## config.mk

```make
export PLATFORM = sky130hd
export DESIGN_NAME = servgrid_wb_host
export DESIGN_NICKNAME = d
export VERILOG_FILES = /design/src/rtl/servgrid_host_pkg.sv /design/src/rtl/servgrid_host_fifo.sv /design/src/rtl/servgrid_wb_host.sv
export SDC_FILE = /design/constraint.sdc
export NUM_CORES = 1
export LEC_CHECK = 0
export BUFFER_PORTS_ARGS = -buffer_cell sky130_fd_sc_hd__buf_2
export CELL_PAD_IN_SITES_DETAIL_PLACEMENT = 1
export CELL_PAD_IN_SITES_GLOBAL_PLACEMENT = 1
export CORE_MARGIN = 5
export CORE_UTILIZATION = 30
export DETAILED_ROUTE_END_ITERATION = 12
export HOLD_SLACK_MARGIN = 0.12
export PLACE_DENSITY = 0.62
export SYNTH_ARGS = -nofsm -noshare
export SYNTH_HDL_FRONTEND = slang
export SYNTH_HIERARCHICAL = 1
export SYNTH_SLANG_ARGS = --single-unit
```

## constraint.sdc

```tcl
create_clock -name wb_clk -period 5.2 [get_ports wb_clk]
set_clock_uncertainty 0.1 [all_clocks]
set_input_delay 0.26 -clock wb_clk [delete_from_list [all_inputs] [get_ports wb_clk]]
set_output_delay 0.26 -clock wb_clk [all_outputs]
set_load 0.01 [all_outputs]
```

## src/rtl/servgrid_host_pkg.sv

```systemverilog
// Shared encodings for the servgrid Wishbone host: FSM states and address-field layout.
// Imported by the host top; the command FIFO is generic and takes no types from here.
package servgrid_host_pkg;

  typedef enum logic [1:0] {
    ST_IDLE = 2'd0,
    ST_BUS  = 2'd1,
    ST_RESP = 2'd2
  } state_t;

  localparam int TILE_LSB    = 16;
  localparam int LOCAL_ADR_W = 16;
  localparam int WB_DAT_W    = 32;
  localparam int WB_SEL_W    = 4;

endpackage

```

## src/rtl/servgrid_host_fifo.sv

```systemverilog
// Synchronous FIFO with full/empty flags; zero-latency head, push-at-full allowed only with a same-cycle pop.
// Backpressure: a push while full without a pop is dropped; a pop while empty is ignored.
module servgrid_host_fifo #(
  parameter int WIDTH = 8,
  parameter int DEPTH = 4
) (
  input  logic             i_clk,
  input  logic             i_rst_n,
  input  logic             i_push,
  input  logic [WIDTH-1:0] i_dat,
  input  logic             i_pop,
  output logic [WIDTH-1:0] o_dat,
  output logic             o_full,
  output logic             o_empty
);

  localparam int AW = $clog2(DEPTH);

  logic [WIDTH-1:0] r_mem [DEPTH];
  logic [AW:0]      r_wr_ptr;
  logic [AW:0]      r_rd_ptr;
  logic             w_do_push;
  logic             w_do_pop;

  assign o_empty   = (r_wr_ptr == r_rd_ptr);
  assign o_full    = (r_wr_ptr[AW] != r_rd_ptr[AW]) && (r_wr_ptr[AW-1:0] == r_rd_ptr[AW-1:0]);
  assign w_do_pop  = i_pop && !o_empty;
  assign w_do_push = i_push && (!o_full || w_do_pop);
  assign o_dat     = r_mem[r_rd_ptr[AW-1:0]];

  always_ff @(posedge i_clk or negedge i_rst_n) begin
    if (!i_rst_n) begin
      r_wr_ptr <= '0;
      r_rd_ptr <= '0;
    end else begin
      if (w_do_push) r_wr_ptr <= r_wr_ptr + (AW+1)'(1);
      if (w_do_pop)  r_rd_ptr <= r_rd_ptr + (AW+1)'(1);
    end
  end

  // Storage is left unreset; contents are only observed behind the empty flag.
  always_ff @(posedge i_clk) begin
    if (w_do_push) r_mem[r_wr_ptr[AW-1:0]] <= i_dat;
  end

endmodule

```

## src/rtl/servgrid_wb_host.sv

```systemverilog
// Queued command stream to single-beat Wishbone cycles on the servgrid proc port; stb 2 cycles after accept, bounded ack wait.
// Backpressure: cmd_ready drops when the queue is full; a response is held until rsp_ready, stalling the next command.
module servgrid_wb_host
  import servgrid_host_pkg::*;
#(
  parameter int FIFO_DEPTH = 4,
  parameter int TIMEOUT    = 255,
  parameter int TILE_BITS  = 4
) (
  input  logic                 wb_clk,
  input  logic                 wb_rst_n,
  input  logic                 cmd_valid,
  output logic                 cmd_ready,
  input  logic                 cmd_we,
  input  logic [TILE_BITS-1:0] cmd_tile,
  input  logic [15:0]          cmd_adr,
  input  logic [31:0]          cmd_dat,
  input  logic [3:0]           cmd_sel,
  output logic                 rsp_valid,
  input  logic                 rsp_ready,
  output logic [31:0]          rsp_dat,
  output logic                 rsp_err,
  output logic [31:0]          o_wb_proc_adr,
  output logic [31:0]          o_wb_proc_dat,
  output logic [3:0]           o_wb_proc_sel,
  output logic                 o_wb_proc_we,
  output logic                 o_wb_proc_stb,
  input  logic [31:0]          i_wb_proc_rdt,
  input  logic                 i_wb_proc_ack,
  output logic                 busy
);

  localparam int CW = 1 + TILE_BITS + LOCAL_ADR_W + WB_DAT_W + WB_SEL_W;
  localparam int TW = $clog2(TIMEOUT + 1);
  localparam logic [TW-1:0] T_LAST = TW'(TIMEOUT - 1);

  state_t                 r_state;
  logic [TW-1:0]          r_timer;
  logic [31:0]            r_adr;
  logic [31:0]            r_dat;
  logic [3:0]             r_sel;
  logic                   r_we;
  logic                   r_stb;
  logic                   r_rsp_vld;
  logic [31:0]            r_rsp_dat;
  logic                   r_rsp_err;

  logic                   w_push;
  logic                   w_pop;
  logic                   w_full;
  logic                   w_empty;
  logic [CW-1:0]          w_push_dat;
  logic [CW-1:0]          w_head;
  logic                   w_h_we;
  logic [TILE_BITS-1:0]   w_h_tile;
  logic [15:0]            w_h_adr;
  logic [31:0]            w_h_dat;
  logic [3:0]             w_h_sel;
  logic [31:0]            w_bus_adr;

  assign cmd_ready  = !w_full;
  assign w_push     = cmd_valid && cmd_ready;
  assign w_pop      = (r_state == ST_IDLE) && !w_empty;
  assign w_push_dat = {cmd_we, cmd_tile, cmd_adr, cmd_dat, cmd_sel};

  servgrid_host_fifo #(
    .WIDTH (CW),
    .DEPTH (FIFO_DEPTH)
  ) u_fifo (
    .i_clk   (wb_clk),
    .i_rst_n (wb_rst_n),
    .i_push  (w_push),
    .i_dat   (w_push_dat),
    .i_pop   (w_pop),
    .o_dat   (w_head),
    .o_full  (w_full),
    .o_empty (w_empty)
  );

  assign w_h_we   = w_head[CW-1];
  assign w_h_tile = w_head[CW-2 -: TILE_BITS];
  assign w_h_adr  = w_head[WB_DAT_W+WB_SEL_W +: LOCAL_ADR_W];
  assign w_h_dat  = w_head[WB_SEL_W +: WB_DAT_W];
  assign w_h_sel  = w_head[WB_SEL_W-1:0];

  // Bits above the tile field stay zero so the fabric decodes only tile + local address.
  always_comb begin
    w_bus_adr                               = '0;
    w_bus_adr[TILE_LSB +: TILE_BITS]        = w_h_tile;
    w_bus_adr[LOCAL_ADR_W-1:0]              = w_h_adr;
  end

  always_ff @(posedge wb_clk or negedge wb_rst_n) begin
    if (!wb_rst_n) begin
      r_state   <= ST_IDLE;
      r_timer   <= '0;
      r_adr     <= '0;
      r_dat     <= '0;
      r_sel     <= '0;
      r_we      <= 1'b0;
      r_stb     <= 1'b0;
      r_rsp_vld <= 1'b0;
      r_rsp_dat <= '0;
      r_rsp_err <= 1'b0;
    end else begin
      case (r_state)
        ST_IDLE: begin
          if (!w_empty) begin
            r_adr   <= w_bus_adr;
            r_dat   <= w_h_dat;
            r_sel   <= w_h_sel;
            r_we    <= w_h_we;
            r_stb   <= 1'b1;
            r_timer <= '0;
            r_state <= ST_BUS;
          end
        end
        ST_BUS: begin
          // Ack is checked first so an ack in the last allowed cycle still succeeds.
          if (i_wb_proc_ack) begin
            r_rsp_dat <= r_we ? 32'd0 : i_wb_proc_rdt;
            r_rsp_err <= 1'b0;
            r_rsp_vld <= 1'b1;
            r_stb     <= 1'b0;
            r_state   <= ST_RESP;
          end else if (r_timer == T_LAST) begin
            r_rsp_dat <= 32'd0;
            r_rsp_err <= 1'b1;
            r_rsp_vld <= 1'b1;
            r_stb     <= 1'b0;
            r_state   <= ST_RESP;
          end else begin
            r_timer <= r_timer + TW'(1);
          end
        end
        ST_RESP: begin
          if (rsp_ready) begin
            r_rsp_vld <= 1'b0;
            r_state   <= ST_IDLE;
          end
        end
        default: r_state <= ST_IDLE;
      endcase
    end
  end

  assign o_wb_proc_adr = r_adr;
  assign o_wb_proc_dat = r_dat;
  assign o_wb_proc_sel = r_sel;
  assign o_wb_proc_we  = r_we;
  assign o_wb_proc_stb = r_stb;
  assign rsp_valid     = r_rsp_vld;
  assign rsp_dat       = r_rsp_dat;
  assign rsp_err       = r_rsp_err;
  assign busy          = !w_empty || (r_state != ST_IDLE);

endmodule

```

==> results of run 1 <==
## worst max path at each step
stage                          endpoint  slack [ps]                from  depth (start not counted)
CTS                 u_fifo/r_mem[2][52]        1060  u_fifo/r_rd_ptr[1]                          7
floorplan            u_fifo/r_mem[1][0]        1270  u_fifo/r_rd_ptr[1]                         11
global placement    u_fifo/r_mem[0][41]        1130  u_fifo/r_rd_ptr[1]                          7
finish              u_fifo/r_mem[2][22]        1140  u_fifo/r_rd_ptr[1]                          7
detailed placement  u_fifo/r_mem[2][22]        1090  u_fifo/r_rd_ptr[1]                          7
global route        u_fifo/r_mem[2][52]         900  u_fifo/r_rd_ptr[1]                          7
## power breakdown
group	switching, mW	total (mW)	internal [mW]
sequential	0.367	4.15	3.78
clock	1.04	2.61	1.57
combinational	1.91	3.18	1.26
## through the flow
stage | instance area, µm² | worst slack, ps | hold slack, ps
4_1_cts | 16300 | 1060 | 158
3_5_place_dp | 14200 | 1090 | 144
3_3_place_gp | 14200 | 1130 | 146
2_1_floorplan | 12800 | 1270 | -136
6_report | 16300 | 1140 | 170
5_1_grt | 16300 | 899 | 206
## routing by layer
metal / vias to the layer above / share of wire
li1: 3325 / -
met4: 6 / 0.023
met2: 198 / 0.46
met5: - / 0.0013
met3: 53 / 0.048
met1: 3722 / 0.47
## sequential cells by signal (all words and copies together), names as in the netlist, 2 cells and up
name,count
u_fifo/r_wr_ptr,3
o_wb_proc_sel,4
u_fifo/r_rd_ptr,3
r_timer,8
rsp_dat,32
o_wb_proc_adr,20
r_state,2
o_wb_proc_dat,32
u_fifo/r_mem,228
## kinds of logic after synthesis
family / Yosys count / synth area share
simple gates: 215 / 0.0696
compound gates: 58 / 0.0379
buf+inv: 55 / 0.0252
flops: 336 / 0.751
xor+xnor: 6 / 0.00472
other cells: 1 / 0.000295
fa+ha+maj: 7 / 0.00689
mux: 61 / 0.104
## cells in the mapped netlist, types with 2 or more instances
cell type | number | area (µm²)
o21a_1 | 2 | 15.0
buf_4 | 18 | 135
inv_1 | 7 | 26.3
dfrtp_1 | 108 | 2700
o21ai_0 | 4 | 20.0
buf_2 | 17 | 85.1
edfxtp_1 | 228 | 6850
mux2_1 | 2 | 22.5
nand3_1 | 4 | 20.0
xnor2_1 | 2 | 17.5
nand2_1 | 183 | 687
mux4_2 | 57 | 1280
nor2_2 | 2 | 12.5
mux2i_1 | 2 | 20.0
nor3_1 | 5 | 25.0
and3_1 | 4 | 25.0
buf_6 | 3 | 33.8
o211ai_1 | 5 | 37.5
nor2b_1 | 3 | 18.8
xor2_1 | 3 | 26.3
nor2_1 | 5 | 18.8
a22o_1 | 32 | 280
o31ai_1 | 5 | 37.5
clkbuf_1 | 8 | 30.0
nand2b_1 | 2 | 12.5
ha_1 | 7 | 87.6
## worst register-to-register path, cell delays in order (launching register included)
cell and delay, ps:
dfrtp_4 480, xor2_1 680, nor3_1 150, or3_4 370
clkinv_2 60, buf_4 650, or4_4 300, and3_4 840
## final cells by class
cell class	count	area share
tap	539	0.0413
timing repair buffer	287	0.118
multi-input combinational	359	0.178
inverter	8	0.00199
antenna	3	0.000460
clock buffer	50	0.0642
sequential	336	0.585
clock inverter	19	0.0109
==> run summary, run 1 <==
The number of antenna violations at the first check in global routing was 6. The fill cell instance count of the final layout is 4240. The flip-flop cell with the highest count after synthesis is edfxtp_1. The cell count after synthesis came out at roughly 740. The run finished with clean final reports. TritonCTS built the clock tree. The total DRC errors in the routed layout came out at 0. Of all flip-flops after synthesis, the portion carrying an async set or reset was 0.321. The count of maximum capacitance violations came out at 0. The endpoint arrival time on the critical path came out at roughly 4000 ps. Summing all flip-flop and latch instances after layout gives 9560 µm². In the layout the commonest cells are 228 x edfxtp_1, 186 x buf_2, 183 x nand2_1, 106 x dfrtp_1, 92 x dlygate4sd3_1. The layout net count came out at 1131. The global-route wire length before repair came out at ~48 mm. The total wirelength of the detailed-routed design came out at slightly above 30 mm.

The most frequent standard cell in the layout excluding fill and tap cells is edfxtp_1. The shortest period the worst path allows came out at between 4000 and 5000 ps. The cell area after technology mapping is 12700 µm².

The layer flagged by global routing as most heavily used is met2. The relative slew slack came out at 0.347. The highest-delay cell along the critical path is and3_4. Counting distinct cell types in the post-synthesis netlist gives 47. The total I/O pin count is 200. During synthesis, Yosys emitted a total of 6 warnings.

Static timing analysis puts the maximum clock frequency at around 250 MHz. The number of clock sinks seen by CTS is around 340. The first-pass iteration count of the detailed router is 4. The nature of the critical path endpoint is a flop.

Broken down by cell family, the worst path's largest delay share belongs to simple AND/OR/NAND/NOR gates. The area of the core is roughly 42000 µm². The total routing resource utilization after global routing is 0.132. The placer congestion estimate came out at 0.711. The share of the Yosys chip area taken by registers is 0.751.

Clock-pin slew was measured on the worst setup and hold paths at 60 ps. The critical path buffer and inverter count is 2. For met2 alone, demand over resource in global routing was 0.211. The ratio of final minimum period to clock period is 0.781. The buffer depth of the longest clock path is 3. The x dimension of the die is approximately 220 µm. The starting density of the core came out at 0.303.

The number of gates resized after CTS is 0. The final max-slew violation count came out at 0. The data required time of the worst path is ~5300 ps. The iteration-0 DRC count of the detailed router came out at between 300 and 400. The critical path is of the flop to flop type. The worst voltage drop across the vdd grid came out at 0.348 mV. Setup repair after global routing left no endpoint under its margin.

Once the clock tree was built, the setup fixing pass inserted 0 buffers. The count of cells along the worst register-to-register path came out at 7. The power density over the cells is between 600 and 700 nW/µm². The residual antenna-violating net count after detailed routing came out at 0.

The longest individual stage delay on the worst path came out at roughly 840 ps. The average wire length per cell after detail routing is between 15 and 20 µm. The count of final setup violators is 0. The total CTS buffers is 38. The path class of the tightest hold or removal check is input pin to async pin.

The height of the die came out at between 200 and 250 µm. Detailed placement finished with a half-perimeter wire length of between 15 and 20 mm. The total overflow left after global routing is 0. During placement, the flow inserted port buffers numbering roughly 190. Yosys mapped a number of flops with a built-in enable equal to 228. The clock latency on the worst-skew pair came out at approximately 530 ps. The layout overhead on the synthesized area is 28.4%. The total negative setup slack is 0 ps. Detailed routing inserted a total of around 7300 vias. The count of standard-cell rows came out at 75. For this run, global-route usage on met3 was measured as 0.0290. The count of hold buffers inserted by post-cts repair came out at 92.

The final standard cell utilization of the core is 0.389. In this run the critical register-to-register path is captured at u_fifo/r_mem[2][22]. The number of cells after detailed placement is roughly 1400.

The area used by multi-input combinational logic is approximately 2900 µm². The die area is roughly 47000 µm². The via count of the first global-routing pass was 8027. The largest fanout of any net on the critical path is 70. The met1 demand-to-capacity share in global routing came out at 0.179. The total power came out at ~10 mW. The number of levels the H-tree was split into is 2. The tree is rooted in a clkbuf_16. The largest net degree at the start of global routing came out at 71. At the pin with the least slew margin, the transition time is 980 ps. The share of cells above drive strength 1 is 0.306. The startpoint identified for the worst register-to-register timing path is u_fifo/r_rd_ptr[1]. The critical path goes through xor2_1, nor3_1, or3_4, clkinv_2, buf_4, or4_4, and3_4.

The worst reg-to-reg setup slack is approximately 1100 ps. The number of endpoints with negative hold slack in the final report is 0. STA classifies the critical path startpoint as a flop.

The detail-routed via count per cell came out at 4.56. The mean area per synthesized cell came out at between 15 and 20 µm². The final non-filler cell total is 1601. The number of synthesized register bits is 336. In this run the static leakage power is roughly 6.5 nW.
Power figures use the tool's default switching activity.
==> run 2: changes to the inputs <==
- clock period: 5.2 -> 3.9 ns (I/O delays scaled with it)
==> run summary, run 2 (synthesis results as in run 1) <==
The critical path in this run is classified as flop to flop. CTS saw ~340 sinks. Overall power consumption after layout is estimated at around 13 mW. The first-pass iteration count of the detailed router came out at 4. VDD sags by at most approximately 0.51 mV. The minimum setup slack after placement came out at approximately 940 ps. The ratio of final minimum period to clock period is 0.761. Static timing analysis puts the maximum clock frequency at approximately 340 MHz. The total DRC errors in the routed layout came out at 0.

The global-route wire length before repair is just under 50 mm. The final antenna diode count is 0. The wire-length estimate of the detail-placed layout is roughly 18 mm. The total number of cells along the worst setup path is 8. The critical path goes through xor2_1, buf_4, nor3_1, or3_4, clkinv_2, o41ai_2, clkinv_2, buf_12. The total vias in the final route came out at 7360.

The floorplan step defined a die boundary enclosing 46600 µm². Using the TritonRoute via totals, the vias-per-cell ratio works out to between 4 and 5. The data required time of the worst path came out at ~4100 ps. The actual slew at the worst max-slew pin is approximately 1300 ps.

The worst setup path is launched from a flop. The cell area after layout is 16400 µm². The worst setup path is captured at a flop. In the layout the commonest cells are 228 x edfxtp_1, 186 x buf_2, 183 x nand2_1, 106 x dfrtp_1, 93 x dlygate4sd3_1.

Together, buffers and inverters on the worst path number 4. The count of nets left with antenna violations once routing finished came out at 0. The flip-flop count of the largest register, all copies and words added came out at roughly 230. The clock latency on the worst-skew pair came out at between 500 and 600 ps.

Counting stages on the worst path, the most repeated cell is clkinv_2. The kind of cell with the highest combined delay along the critical path is buffers and inverters. The layout overhead on the synthesized area is 29.1%.

The class of the tightest hold or removal check is input pin to async pin. The number of I/O port buffers is around 190. The total congestion overflow came out at 0.

The count of final setup violators came out at 0. The worst hold slack across all endpoints is ~160 ps. The total routing resource utilization after global routing came out at 0.135. The via count of the first global-routing pass is between 8000 and 9000. The endpoint arrival time on the critical path is about 3100 ps.

The layout net count came out at approximately 1100. Setup repair after global routing left no endpoint under its margin. In the final routed layout, each cell accounts on average for just under 20 µm. 200 I/O pins were placed. Excluding fillers, the count of instances in the completed layout stands at 1600.

The total negative setup slack is 0 ps. Row generation in the floorplan step produced 75 rows. In this run the static leakage power is roughly 6.6 nW.

Entering global routing, the biggest net connects 71 pins. Headroom to the max-slew limit came out at 0.157. The minimum setup slack in the final design came out at between 900 and 1000 ps.

The register cell area after layout came out at approximately 9600 µm². For this run, the slowest stage of the critical path takes ~500 ps. The most frequent standard cell in the layout excluding fill and tap cells is edfxtp_1. After layout, the minimum clock period comes to 2970 ps. The flow ran to the end, and the final reports show no timing, DRC or antenna violations. The clock tree root buffer cell is clkbuf_16. The clock transition time at the flip-flop clock pins of the worst setup and hold paths is about 60 ps. The buffer depth of the longest clock path came out at 3. The final max-slew violation count was 0. The first routing iteration left 407 violations.

The number of antenna violations at the first check in global routing was 1. The slowest stage of the critical path belongs to the cell o41ai_2. The power density over the cells is just over 800 nW/µm². After floorplanning, the core was sized to cover about 42000 µm². The share of cells above drive strength 1 is 0.306.

The total wirelength of the detailed-routed design came out at approximately 31 mm. The fill cell instance count of the final layout came out at between 4000 and 5000. The placer congestion estimate came out at roughly 0.7.

The number of cells after detailed placement is ~1400. In this run the worst path has a maximum fanout of between 40 and 50. In this run the number of H-tree levels came out at 2. The number of cells on the worst reg-to-reg path is 8.

The total CTS buffers is 38. For this configuration, the core starts out at a cell density of 0.303. The number of endpoints with negative hold slack in the final report came out at 0. The final standard cell utilization of the core came out at 0.391. The placement-stage cell area came out at ~14000 µm².

In this run the vertical extent of the chip is between 200 and 250 µm. The area used by multi-input combinational logic is approximately 2900 µm². The count of maximum capacitance violations came out at 0. In this run the horizontal extent of the chip is around 220 µm. TritonCTS built the clock tree.
## run 2: cell count changes in the layout (fill, tap and decap cells not counted), moves of 2 or more
cell	change
clkinv_4	-2
clkinvlp_4	+2
clkinv_8	+2
diode_2	-3
clkinv_2	-3
bufinv_16	+2
## run 2: layout make-up
type / count / area share
Clock buffer: 48 / 0.0628
Clock inverter: 20 / 0.0151
Inverter: 8 / 0.00198
Multi-Input combinational cell: 359 / 0.177
Sequential cell: 336 / 0.582
Tap cell: 539 / 0.0411
Timing Repair Buffer: 290 / 0.119
## run 2: where the power goes
part | internal (mW) | total [mW] | switching (mW)
clock network | 2.21 | 3.65 | 1.44
registers | 5.04 | 5.50 | 0.457
logic | 1.72 | 4.35 | 2.62
## run 2: final timing paths
path	from	end	slack [ps]
min	wb_rst_n	o_wb_proc_adr[7]	160
max in group asynchronous	wb_rst_n	o_wb_proc_dat[8]	2430
max reg2reg	u_fifo/r_rd_ptr[1]	u_fifo/r_mem[3][13]	930
min in group wb_clk	cmd_dat[21]	u_fifo/r_mem[2][25]	290
max	u_fifo/r_rd_ptr[1]	u_fifo/r_mem[3][13]	930
min reg2reg	o_wb_proc_adr[14]	o_wb_proc_adr[14]	370
## run 2: worst register-to-register path: cells and delay by family (launching register included)
kind,cells,cell delay (ps)
xor+xnor,1,160
compound gates,1,500
simple gates,2,460
buf+inv,4,990
flops,1,470
## run 2: routing by layer
metal | GRT usage | vias up | part of all wire
li1 | - | 3338 | -
met1 | 0.178 | 3758 | 0.45
met2 | 0.221 | 213 | 0.47
met3 | 0.0362 | 49 | 0.057
met4 | 0.0373 | 2 | 0.020
met5 | 0 | - | 0.00022
## run 2: what timing repair did
action / CTS / global route
buffers inserted: 0 / 0
setup endpoints to repair: 0 / 0
hold endpoints to repair: 339 / 0
gates resized for setup: 0 / 0
hold buffers: 93 / 0
